===== src/rtl/pacman_mover.sv =====
// pacman_mover: steps Pac-Man one tile per STEP_DIV ticks and probes the four neighbour walls
module pacman_mover #(
  parameter int GRID_W   = 28,
  parameter int GRID_H   = 31,
  parameter int X_W      = 5,
  parameter int Y_W      = 5,
  parameter int STEP_DIV = 4,
  parameter int START_X  = 13,
  parameter int START_Y  = 23
) (
  input  logic           clk,
  input  logic           reset,
  input  logic           move_tick,
  input  logic [3:0]     curr_direction,
  output logic           wall_rd_en,
  output logic [X_W-1:0] wall_addr_x,
  output logic [Y_W-1:0] wall_addr_y,
  input  logic           wall_rd_data,
  output logic [3:0]     legal_moves,
  output logic [X_W-1:0] pos_x,
  output logic [Y_W-1:0] pos_y,
  output logic           moved,
  output logic           busy
);
  localparam int TW = STEP_DIV > 1 ? $clog2(STEP_DIV) : 1;
  typedef enum logic [2:0] {IDLE, STEP, REQ_L, REQ_R, REQ_U, REQ_D, CAP} state_t;
  state_t state, state_n;
  logic [TW-1:0] tick_cnt;
  logic step_pending, wrap, top, bot, one_hot, go;
  logic [2:0] shadow;
  logic [X_W-1:0] xl, xr, addr_x_q;
  logic [Y_W-1:0] yu, yd, addr_y_q;
  assign wrap    = move_tick && tick_cnt == TW'(STEP_DIV - 1);
  assign xl      = pos_x == '0 ? X_W'(GRID_W - 1) : pos_x - X_W'(1);
  assign xr      = pos_x == X_W'(GRID_W - 1) ? '0 : pos_x + X_W'(1);
  assign top     = pos_y == '0;
  assign bot     = pos_y == Y_W'(GRID_H - 1);
  assign yu      = top ? pos_y : pos_y - Y_W'(1);
  assign yd      = bot ? pos_y : pos_y + Y_W'(1);
  assign one_hot = curr_direction != '0 && (curr_direction & (curr_direction - 4'd1)) == '0;
  assign go      = one_hot && |(curr_direction & legal_moves);
  assign busy        = state != IDLE && state != STEP;
  assign wall_rd_en  = busy && state != CAP;
  assign wall_addr_x = state == REQ_L ? xl : state == REQ_R ? xr
                     : (state == REQ_U || state == REQ_D) ? pos_x : addr_x_q;
  assign wall_addr_y = state == REQ_U ? yu : state == REQ_D ? yd
                     : (state == REQ_L || state == REQ_R) ? pos_y : addr_y_q;
  always_ff @(posedge clk)
    if (reset) state <= REQ_L;
    else       state <= state_n;
  always_comb begin
    state_n = state;
    case (state)
      IDLE:    state_n = step_pending ? STEP : IDLE;
      STEP:    state_n = REQ_L;
      REQ_L:   state_n = REQ_R;
      REQ_R:   state_n = REQ_U;
      REQ_U:   state_n = REQ_D;
      REQ_D:   state_n = CAP;
      default: state_n = IDLE;
    endcase
  end
  always_ff @(posedge clk) begin
    if (reset) begin
      pos_x        <= X_W'(START_X);
      pos_y        <= Y_W'(START_Y);
      legal_moves  <= '0;
      moved        <= 1'b0;
      tick_cnt     <= '0;
      step_pending <= 1'b0;
      shadow       <= '0;
      addr_x_q     <= '0;
      addr_y_q     <= '0;
    end else begin
      addr_x_q     <= wall_addr_x;
      addr_y_q     <= wall_addr_y;
      moved        <= state == STEP && go;
      tick_cnt     <= wrap ? '0 : move_tick ? tick_cnt + TW'(1) : tick_cnt;
      step_pending <= wrap || (step_pending && state != IDLE);
      if (state == STEP && go) begin
        pos_x <= curr_direction[0] ? xl : curr_direction[1] ? xr : pos_x;
        pos_y <= curr_direction[2] ? yu : curr_direction[3] ? yd : pos_y;
      end
      // read data lags its request by one cycle, so each state captures the previous probe
      if (state == REQ_R) shadow[0] <= ~wall_rd_data;
      if (state == REQ_U) shadow[1] <= ~wall_rd_data;
      if (state == REQ_D) shadow[2] <= ~wall_rd_data & ~top;
      if (state == CAP)   legal_moves <= {~wall_rd_data & ~bot, shadow};
    end
  end
endmodule


===== config.mk =====
export PLATFORM = sky130hd
export DESIGN_NAME = pacman_mover
export DESIGN_NICKNAME = d
export VERILOG_FILES = /design/src/rtl/pacman_mover.sv
export SDC_FILE = /design/constraint.sdc
export NUM_CORES = 1
export LEC_CHECK = 0
export CAP_MARGIN = 20
export CORE_ASPECT_RATIO = 0.75
export CORE_UTILIZATION = 50
export CTS_BUF_LIST = sky130_fd_sc_hd__clkbuf_8
export DETAILED_ROUTE_END_ITERATION = 8
export GPL_TIMING_DRIVEN = 0
export PLACE_DENSITY = 0.82
export SYNTH_ARGS = -nofsm -noshare
export SYNTH_HDL_FRONTEND = slang
export SYNTH_SLANG_ARGS = --single-unit

===== constraint.sdc =====
create_clock -name clk -period 2.1 [get_ports clk]
set_clock_uncertainty 0.15 [all_clocks]
set_input_delay 0.42 -clock clk [delete_from_list [all_inputs] [get_ports clk]]
set_output_delay 0.42 -clock clk [all_outputs]
set_load 0.01 [all_outputs]

==> impl_results.md <==
* Status: finished with violations
* Failing checks: setup timing
* Initial DRC Count at 560
* Port Buffers at 33
* Area of the die at 4930 um^2
* Global placement routability congestion at 0.909
* Clk slew on worst S/H paths at 0.08 ns
* Share of cells above drive strength 1 at 37.7%
* Final antenna-violating net count at 0
* Cell count of the worst reg-to-reg path at 8
* Synthesized area at 2320 um^2
* Vias per inst at 6.98
* CTS Buf Count at 5
* Crit path kind: flip-flop to primary output
* Tmin final at 2.62 ns
* Root buf cell: clkbuf_8
* Cells on Worst Hold Path at 2
* Sequential cell area fraction in the yosys report at 29.3%
* Slew Limit Fails at 0
* Setup-failing EPs final at 13
* Power Total at 0.00246 W
* RSZ-0062 raised after global routing: true
* Vias in the first global route at 2541
* Arr. time, crit path at 2.05 ns
* WHS at 0.317 ns
* Area Overhead vs Synth at 48.8%
* DR DRC count at 0
* Fin util at 77.4%
* Router iterations before antenna repair at 6
* H-tree Lvls at 2
* Num rows at 21
* Maxcap violations at 0
* GRT Resource Usage Total at 34.6%
* First-pass GRT wire length at 12700 um
* Maximum clock frequency at 382 MHz
* Commonest cells after routing, fill and taps aside: buf_4 (32), dfxtp_1 (26), nand2_1 (21), clkdlybuf4s50_1 (21), a21oi_1 (18)
* Most used DFF post-synth: dfxtp_1
* Mapped Cells at 290
* Ranking of synthesized cells by area: dfxtp_1 (29%), a21oi_1 (5.2%), o21ai_0 (4.3%)
* Commonest non-fill, non-tap cell in the layout: buf_4
* Clock Latency Late Sink at 0.31 ns
* NumNets Final at 379
* Core area at 4470 um^2
* Number of synthesized flops with an enable pin at 0
* Chip height at 61.0 um
* Via count at 2953
* Worst-Margin Slew at 0.821 ns
* Unique masters post-synth at 64
* Worst R2R Setup Slack at -0.14 ns
* Flip-flop and latch area at 706 um^2
* Yosys top cell by area: dfxtp_1
* Clock sinks at 34
* Die W at 80.7 um
* WP data required at 1.53 ns
* Worst-path fanout max at 10
* Max_slew headroom at 44.7%
* Hpwl dp at 4760 um
* Power Density at 711 nW/um^2
* #FFs+latches synth at 34
* Multi-input gate area at 1740 um^2
* Final period util at 125%
* Final hold viol count at 0
* Max clock buf depth at 2
* GR Overflow Total at 0
* Inserted Diodes at 0
* CP startpoint kind: flip-flop
* Initial Util at 52.0%
* CTS tree: done
* Synth async-reset ratio at 0%
* Post-Syn Nets at 304
* IO Pins at 35
* Pin count of the biggest net entering global routing at 12
* Setup TNS at -3.74 ns
* VDD IR max at 0.456 mV
* Min-Delay Path Class: flip-flop to flip-flop
* Leakage at 1.31 nW
* Initial antenna violation count at 0
* Yosys Warn Count at 0
* Synth top area share at 29.3%
* Worst slack, placed at -0.763 ns
* Mean post-synth cell area at 8.01 um^2
* Fill cells at 284
* Routed WL at 9320 um
* Final worst slack at -0.515 ns
* Routed WL per cell at 22.0 um
* Crit path capture type: primary output
registers in the layout, summed over array words and instances, names as in the netlist:
register,flops
pos_y,5
shadow,3
pos_x,5
addr_y_q,5
moved,1
legal_moves,4
addr_x_q,5
state,3
tick_cnt,2
step_pending,1
synth_stat cells (all sizes together) (2+ instances only):
master   n
a32oi    2
nand2b   7
a211o    2
a211oi  12
buf     15
o21a     2
or2      2
dfxtp   34
ha       6
o21ai   21
and3     2
mux2i    7
a21boi   4
clkbuf   6
a22o     2
and4b    2
a21oi   24
o31ai    3
o311ai   2
xor2     2
mux2     2
nand3    8
nor2b   10
nand4    2
nor2    19
a21bo    2
o221ai   2
nor3     8
o22ai    3
o2111a   2
nand3b   6
nand2   23
nor4     5
a311oi   3
inv     12
a31oi    4
o211ai   5
power breakdown:
group	switching (W)	total (W)	leakage (nW)	internal (W)
sequential	0.0000604	0.000773	0.279	0.000712
clock	0.000278	0.000784	0.0714	0.000507
combinational	0.000516	0.000903	0.960	0.000388
critical path, cell delays in order, from the launching register on:
cell and delay (ns):
dfxtp_1 0.56, buf_2 0.35, a31oi_1 0.08, a21oi_1 0.28, mux2i_2 0.14, a21oi_2 0.18
buf_2 0.16
logic make-up (layout without fill, tap and decap cells):
family	after synthesis	in the layout	synth area share, %
and+or+nand+nor	99	99	23.5
AOI/OAI and AO/OA	106	106	32.1
muxes	9	9	3.98
adders and majority gates	6	6	3.23
DFF	34	34	29.3
xor gates and xnor gates	3	3	1.13
buffers and inverters	33	109	6.73
through the flow:
stage,instances,area (um^2)
after floorplan,290,2360
after global placement,380,2770
after detailed placement,380,2770
after CTS,422,3360
after global routing,423,3460
final,423,3460
layer usage:
layer / routed length (um) / GRT usage [%] / part of all wire, %
met1: 3490 / 47.6 / 37
met4: 562 / 13.0 / 6.0
met5: 0 / 0 / 0
met3: 1410 / 7.85 / 15
met2: 3850 / 53.8 / 41
what timing repair did:
action / in CTS / in global routing
endpoints found under the setup margin: 14 / 15
hold buffers: 0 / 0
setup buffers: 35 / 5
pin swaps: 24 / 16
resized for setup: 114 / 26
path summary, 6_finish.rpt:
| path | startpoint | endpoint |
|---|---|---|
| min | shadow[2] | legal_moves[2] |
| max | pos_y[3] | wall_addr_y[3] |
| max reg2reg | pos_y[3] | addr_y_q[2] |
| min reg2reg | shadow[2] | legal_moves[2] |
cell type report:
class                   count  share of cell area (%)
well taps                  57                    2.06
inverters                  12                    1.56
plain buffers              20                    4.78
clock buffers               6                    2.39
repair buffers             69                    16.7
flip-flops and latches     34                    20.4
clock inverters             2                    1.74
multi-input cells         223                    50.4
Note: power is estimated with default switching activity, not from simulation.
